[src/rtl/fetch_if.sv]
// Fetch-stage bundle: hazard control, instruction memory and IF/ID outputs.
// FETCH_PERF_EN adds the fetchCount/stallCount performance counters.
interface fetch_if;
  logic        stall;
  logic        flush;
  logic        pcSrc;
  logic [31:0] branchTarget;
  logic [31:0] imemAddress;
  logic [31:0] imemData;
  logic [31:0] instrD;
  logic [31:0] pcD;
  logic [31:0] pcPlus4D;
  logic        validD;
`ifdef FETCH_PERF_EN
  logic [31:0] fetchCount;
  logic [31:0] stallCount;

  modport master (
    output stall, flush, pcSrc, branchTarget, imemData,
    input  imemAddress, instrD, pcD, pcPlus4D, validD, fetchCount, stallCount
  );
  modport slave (
    input  stall, flush, pcSrc, branchTarget, imemData,
    output imemAddress, instrD, pcD, pcPlus4D, validD, fetchCount, stallCount
  );
`else
  modport master (
    output stall, flush, pcSrc, branchTarget, imemData,
    input  imemAddress, instrD, pcD, pcPlus4D, validD
  );
  modport slave (
    input  stall, flush, pcSrc, branchTarget, imemData,
    output imemAddress, instrD, pcD, pcPlus4D, validD
  );
`endif
endinterface

[src/rtl/fetch_stage.sv]
// Instruction fetch: PC register plus IF/ID pipeline register.
// Define FETCH_PERF_EN to add the fetchCount/stallCount performance counters.
module fetch_stage #(
  parameter logic [31:0] RESET_PC  = 32'h0000_0000,
  parameter logic [31:0] NOP_INSTR = 32'h0000_0013
) (
  input logic    clk,
  input logic    rst,
  fetch_if.slave bus
);

  // Keep the PC word-aligned even if a misaligned reset vector is supplied.
  localparam logic [31:0] ResetPcAligned = {RESET_PC[31:2], 2'b00};

  logic [31:0] pc_q, pc_d, pc_plus4;
  logic [31:0] instr_q, instr_d;
  logic [31:0] pcd_q, pcd_d;
  logic [31:0] pcp4_q, pcp4_d;
  logic        valid_q, valid_d;

  assign pc_plus4 = pc_q + 32'd4;

  // Redirect wins over stall so a taken branch is never lost.
  always_comb begin
    pc_d = pc_q;
    if (bus.pcSrc) begin
      pc_d = {bus.branchTarget[31:2], 2'b00};
    end else if (!bus.stall) begin
      pc_d = pc_plus4;
    end
  end

  always_comb begin
    instr_d = instr_q;
    pcd_d   = pcd_q;
    pcp4_d  = pcp4_q;
    valid_d = valid_q;
    if (bus.flush) begin
      instr_d = NOP_INSTR;
      valid_d = 1'b0;
    end else if (!bus.stall) begin
      instr_d = bus.imemData;
      pcd_d   = pc_q;
      pcp4_d  = pc_plus4;
      valid_d = 1'b1;
    end
  end

  always_ff @(posedge clk or posedge rst) begin
    if (rst) begin
      pc_q    <= ResetPcAligned;
      instr_q <= NOP_INSTR;
      pcd_q   <= 32'd0;
      pcp4_q  <= 32'd0;
      valid_q <= 1'b0;
    end else begin
      pc_q    <= pc_d;
      instr_q <= instr_d;
      pcd_q   <= pcd_d;
      pcp4_q  <= pcp4_d;
      valid_q <= valid_d;
    end
  end

  assign bus.imemAddress = pc_q;
  assign bus.instrD      = instr_q;
  assign bus.pcD         = pcd_q;
  assign bus.pcPlus4D    = pcp4_q;
  assign bus.validD      = valid_q;

`ifdef FETCH_PERF_EN
  logic [31:0] fetch_cnt_q, stall_cnt_q;

  always_ff @(posedge clk or posedge rst) begin
    if (rst) begin
      fetch_cnt_q <= 32'd0;
      stall_cnt_q <= 32'd0;
    end else begin
      if (!bus.flush && !bus.stall) fetch_cnt_q <= fetch_cnt_q + 32'd1;
      if (!bus.flush && bus.stall)  stall_cnt_q <= stall_cnt_q + 32'd1;
    end
  end

  assign bus.fetchCount = fetch_cnt_q;
  assign bus.stallCount = stall_cnt_q;
`endif

endmodule

[src/flat_wrapper.sv]
// flat-port wrapper written by rule: the top's interface ports become plain ports
module fetch_stage_flat 
#(
  parameter logic [31:0] RESET_PC  = 32'h0000_0000,
  parameter logic [31:0] NOP_INSTR = 32'h0000_0013
)
  (clk, rst, bus_stall, bus_flush, bus_pcSrc, bus_branchTarget, bus_imemData, bus_imemAddress, bus_instrD, bus_pcD, bus_pcPlus4D, bus_validD);
  fetch_if bus_i ();
  input logic clk;
  input logic rst;
  input wire logic [$bits(bus_i.stall)-1:0] bus_stall;
  input wire logic [$bits(bus_i.flush)-1:0] bus_flush;
  input wire logic [$bits(bus_i.pcSrc)-1:0] bus_pcSrc;
  input wire logic [$bits(bus_i.branchTarget)-1:0] bus_branchTarget;
  input wire logic [$bits(bus_i.imemData)-1:0] bus_imemData;
  output wire logic [$bits(bus_i.imemAddress)-1:0] bus_imemAddress;
  output wire logic [$bits(bus_i.instrD)-1:0] bus_instrD;
  output wire logic [$bits(bus_i.pcD)-1:0] bus_pcD;
  output wire logic [$bits(bus_i.pcPlus4D)-1:0] bus_pcPlus4D;
  output wire logic [$bits(bus_i.validD)-1:0] bus_validD;
  assign bus_i.stall = bus_stall;
  assign bus_i.flush = bus_flush;
  assign bus_i.pcSrc = bus_pcSrc;
  assign bus_i.branchTarget = bus_branchTarget;
  assign bus_i.imemData = bus_imemData;
  assign bus_imemAddress = bus_i.imemAddress;
  assign bus_instrD = bus_i.instrD;
  assign bus_pcD = bus_i.pcD;
  assign bus_pcPlus4D = bus_i.pcPlus4D;
  assign bus_validD = bus_i.validD;
  fetch_stage #(.RESET_PC(RESET_PC), .NOP_INSTR(NOP_INSTR)) u_core (.clk(clk), .rst(rst), .bus(bus_i));
endmodule
[config.mk]
export PLATFORM = sky130hd
export DESIGN_NAME = fetch_stage_flat
export DESIGN_NICKNAME = d
export VERILOG_FILES = /design/src/rtl/fetch_if.sv /design/src/rtl/fetch_stage.sv /design/src/flat_wrapper.sv
export SDC_FILE = /design/constraint.sdc
export NUM_CORES = 1
export LEC_CHECK = 0
export ABC_AREA = 1
export ABC_CLOCK_PERIOD_IN_PS = 7590
export BUFFER_PORTS_ARGS = -buffer_cell sky130_fd_sc_hd__buf_2
export CORE_ASPECT_RATIO = 1.25
export CORE_MARGIN = 2
export CORE_UTILIZATION = 45
export DETAILED_ROUTE_END_ITERATION = 8
export GPL_TIMING_DRIVEN = 0
export PLACE_DENSITY = 0.72
export SLEW_MARGIN = 25
export SYNTH_ARGS = -nofsm -noshare
export SYNTH_HDL_FRONTEND = slang
export SYNTH_SLANG_ARGS = --single-unit
[constraint.sdc]
create_clock -name clk -period 7.59 [get_ports clk]
set_clock_uncertainty 0.1 [all_clocks]
set_input_delay 1.518 -clock clk [delete_from_list [all_inputs] [get_ports clk]]
set_output_delay 1.518 -clock clk [all_outputs]
set_load 0.02 [all_outputs]
## After elaboration in Yosys (flattened, before gate mapping)

Index checks and enable logic that the tools add are counted.

- Bits in registers: 129
- Bits of input ports: 69
- Word-level logic and storage cells: 17
- Output and inout port bits: 129

- Equal/unequal tests: 2
- Bitwise operators: 2
- Reduce and logical (&&, ||, !) cells: 1
- Add/subtract/negate cells: 1
- Mux-type cells: 6

Operators with widths:

| operator | number |
|---|---|
| 32-bit two-way mux | 4 |
| 32-bit by 3-bit adder with 32-bit output, second input constant | 1 |
| 2-bit by 1-bit inequality test with 1-bit output, second input constant | 2 |
| 1-bit two-way mux | 2 |
| 1-bit NOT | 2 |
| 2-bit AND reduction | 1 |

## Logic depth before layout (Yosys ltp)

- Word-level depth: 3
- Mapped depth: 10
- Mapped depth without buffers: 10

## Least setup slack after synthesis

OpenSTA, ideal clock, no wires.

- Kind: in2reg
- Start: in bus_flush
- End: reg u_core.pcp4_q[2] (netlist: u_core.bus.pcPlus4D[2])
- Stages on the path: 6
- Slack: 5.171 ns
- Setup time: 0.138 ns
- Data required time: 7.352 ns
- Path buffers: 2
- Arrival: 2.181 ns
- Cell sequence: nor2_2 -> inv_2 -> buf_2 -> clkbuf_1 -> nand2_1 -> o21ai_0

- Longest elaborated chain between the ends: 2

RTL lines:

| what | line | source |
|---|---|---|
| from (decl) | flat_wrapper.sv:12 | `input wire logic [$bits(bus_i.flush)-1:0] bus_flush;` |
| 1-bit NOT (no source line) | -- |  |
| 2-bit AND reduction (no source line) | -- |  |
| to (signal assigned) | fetch_stage.sv:60 | `pcp4_q <= pcp4_d;` |
| to (decl) | fetch_stage.sv:18 | `logic [31:0] pcp4_q, pcp4_d;` |

No other way between the ends.
A chain may end at the register's enable or synchronous reset.

## Worst setup path after layout

- Start: reg u_core.pc_q[18] (netlist: u_core.bus.imemAddress[18])
- End: out bus_imemAddress[18]

RTL lines:

| what | line | source |
|---|---|---|
| from (decl) | fetch_stage.sv:15 | `logic [31:0] pc_q, pc_d, pc_plus4;` |
| from (signal assigned) | fetch_stage.sv:51 | `pc_q <= ResetPcAligned;` |
| from (signal assigned) | fetch_stage.sv:57 | `pc_q <= pc_d;` |
| to (decl) | flat_wrapper.sv:16 | `output wire logic [$bits(bus_i.imemAddress)-1:0] bus_imemAddress;` |

No word-level cell between the ends.

==> results.txt <==
Critical Setup Path Class: reg -> out
Setup Buffers After CTS: 0
Capturing element type of the critical path: output pin
Hold/Removal Path Class: reg -> reg
Leakage Power: 4.081 nW
Reg2Reg Depth: 10
Highest-delay cell along the critical path: sky130_fd_sc_hd__dfrtp_1
Share of final-layout standard cells stronger than drive strength 1: 30.66%
Switching share of power: 29.60%
Sort of element at the start of the critical path: register
Library cells used by synthesis: 27
Hold Startpoint: u_core.bus.pcD[4]
Placer's final routability congestion estimate: 0.8857
Largest fanout of any net on the critical path: 6
Area added between synthesis and finish: 32.61%
CTS tree: yes
Detailed-route via count: 5219
Sequential element share of the synthesized area: 54.26%
Register Area: 3082 µm²
TritonCTS Buffers: 17
Top-level port count: 198
Portion of the clock cycle consumed by the worst path in the final layout: 37.08%
Total cell area at the placement stage: 6884 µm²
Accumulated negative setup slack: 0 ps
Number of fill cells: 1084
Highest attainable clock frequency: 355.3 MHz
Cell depth of the worst min-delay path: 2
Initial antenna violation count: 0
Post-cts hold buffer count: 0
Residual antenna-violating net count after detailed routing: 0
Drt total wl: 16.94 mm
Multi-input combinational cell area: 2223 µm²
Initial core utilization: 46.48%
Critical Path, Cell by Cell: buf_2
Unrepaired setup endpoints after global routing: no
Vertical die dimension: 129.6 µm
Total power density per cell area: 271.9 nW/µm²
Largest net degree at the start of global routing: 83
Clock sink count: 123
Die width: 104.5 µm
Commonest non-fill, non-tap cell in the layout: sky130_fd_sc_hd__nand2_1
Share of power burned in the clock network: 42.8%
Power share of the sequential group: 38.7%
Startpoint of the lowest-slack register-to-register path: u_core.bus.imemAddress[2]
Yosys Warn Count: 0
H-tree Lvls: 4
Synth Area per Inst: 8.476 µm²
Final Hold Violating Endpoints: 0
Fin. max-slew vios: 0
Maximum clock insertion buffer count: 2
Setup violations, final: 0
Run status: completed
Internal power summed over all cells: 1.442 mW
Vias/cell: 4.919
Post-synthesis instance total: 670
Ant. Diodes: 0
Total of flip-flops plus latches after synthesis: 123
First-pass GRT wire length: 26.49 mm
CP peak stage delay: 540 ps
Peak ir drop on the vdd network: 0.1568 mV
Final standard cell area without fillers: 7531 µm²
Number of buffers added on ports: 189
Worst path buffer plus inverter count: 1
Switching power: 0.6061 mW
Core Rows: 45
DRT iter0 DRCs: 265
Worst-Skew Late Latency: 420 ps
DRT Pass-1 Iters: 5
Cells resized by post-CTS repair: 0
Slew at the pin with the worst max-slew slack: 633.2 ps
Post-Syn Area: 5679 µm²
Overall fraction of global-route tracks in use: 25.65%
Number of max-cap violations: 0
Area of the core: 12220 µm²
Data required time at the worst endpoint: 5970 ps
Endpoint of the worst register-to-register path: u_core.bus.imemAddress[26]
Total global routing overflow: 0
DP HPWL: 12.42 mm
Clock tree root driver cell: sky130_fd_sc_hd__clkbuf_16
WL per Instance: 15.96 µm
DRC violation count after routing: 0
Die area: 13540 µm²
Worst path arrival time: 1200 ps
CP delay by family, top: flip-flops
Clock input transition at the sequential cells of the worst setup and hold paths: 60 ps
Register-to-Register Setup Slack: 5710 ps
Via count of the first global-routing pass: 5152
Fin nets: 954
Capture endpoint of the worst hold path: u_core.bus.pcD[4]
Min Tclk post-route: 2815 ps
Worst slew margin: 57.79%
Most used cells in the layout excluding fill and tap cells: 273 x sky130_fd_sc_hd__nand2_1, 200 x sky130_fd_sc_hd__buf_2, 120 x sky130_fd_sc_hd__dfrtp_1
Power share of the combinational group: 18.4%
-- state kept, by name (all words and copies together) (netlist names) --
register                cells
u_core.bus.validD           1
u_core.bus.pcD             30
u_core.bus.pcPlus4D        30
u_core.bus.imemAddress     30
u_core.bus.instrD          32
-- Yosys cell counts --
cell / count / area (µm²)
sky130_fd_sc_hd__a22o_1: 30 / 262.8
sky130_fd_sc_hd__and2_1: 2 / 12.51
sky130_fd_sc_hd__buf_2: 11 / 55.05
sky130_fd_sc_hd__buf_4: 6 / 45.04
sky130_fd_sc_hd__buf_6: 1 / 11.26
sky130_fd_sc_hd__clkbuf_1: 15 / 56.30
sky130_fd_sc_hd__conb_1: 1 / 3.750
sky130_fd_sc_hd__dfrtp_1: 120 / 3003
sky130_fd_sc_hd__dfstp_2: 3 / 78.83
sky130_fd_sc_hd__ha_1: 1 / 12.51
sky130_fd_sc_hd__inv_1: 57 / 214.0
sky130_fd_sc_hd__inv_2: 3 / 11.26
sky130_fd_sc_hd__nand2_1: 273 / 1025
sky130_fd_sc_hd__nand2_2: 5 / 31.28
sky130_fd_sc_hd__nand2_4: 1 / 11.26
sky130_fd_sc_hd__nand3_1: 19 / 95.09
sky130_fd_sc_hd__nor2_1: 22 / 82.58
sky130_fd_sc_hd__nor2_2: 13 / 81.33
sky130_fd_sc_hd__nor2_4: 8 / 90.09
sky130_fd_sc_hd__o211ai_1: 6 / 45.04
sky130_fd_sc_hd__o21ai_0: 51 / 255.2
sky130_fd_sc_hd__o21ai_1: 2 / 10.01
sky130_fd_sc_hd__o21bai_1: 3 / 22.52
sky130_fd_sc_hd__o22a_1: 3 / 26.28
sky130_fd_sc_hd__xnor2_1: 1 / 8.760
sky130_fd_sc_hd__xor2_1: 11 / 96.34
sky130_fd_sc_hd__xor2_2: 2 / 32.53
-- per-stage QoR --
stage               setup WS, ps  utilization, %  cells  hold WS, ps  power (mW)
CTS                         4769           61.64   1061        367.4       2.062
detailed placement          4667           56.34   1029        353.5       1.181
floorplan                   2706               -    675        465.6       1.027
global placement            1230           56.06   1028        349.0       1.174
finish                      4775           61.64   1061        364.9       2.048
global route                4770           61.64   1061        379.6       2.138
-- how the worst max path moves through the flow --
stage	startpoint	endpoint	slack [ps]	cells past startpoint
floorplan	rst	u_core.bus.imemAddress[10]	2710	1
global placement	rst	u_core.bus.pcD[11]	1230	2
detailed placement	bus_stall	u_core.bus.pcPlus4D[14]	4670	7
CTS	u_core.bus.imemAddress[18]	bus_imemAddress[18]	4770	1
global route	u_core.bus.imemAddress[18]	bus_imemAddress[18]	4770	1
finish	u_core.bus.imemAddress[18]	bus_imemAddress[18]	4780	1
-- power by group through the flow --
stage               clock network, mW  logic [mW]  registers (mW)
finish                          0.877       0.378           0.793
detailed placement                  0       0.380           0.801
CTS                             0.889       0.382           0.792
global placement                    0       0.373           0.801
floorplan                           0       0.138           0.888
global route                    0.923       0.412           0.803
-- cell families (layout without fill, tap and decap cells) --
group	after synthesis	in the layout	synth area share, %
and+or+nand+nor	343	343	25.16
xor gates and xnor gates	14	14	2.423
adders and majority gates	1	1	0.2203
buffers and inverters	93	315	6.918
DFF	123	123	54.26
other	1	6	0.06603
AOI/OAI and AO/OA	95	95	10.95
-- final cells by class --
cell class              instances  area share [%]
plain buffers                  33           2.226
well taps                     164           2.725
flip-flops and latches        123           40.92
repair buffers                190           12.93
multi-input cells             459           29.52
inverters                      60           3.090
clock buffers                  22           6.430
clock inverters                10           2.160
-- routing by layer --
layer	GRT usage, %	wire (µm)
met2	44.02	8605
met4	8.903	213
met5	0	0
met1	31.98	6976
met3	6.087	1141
Note: power is estimated with default switching activity, not from simulation.
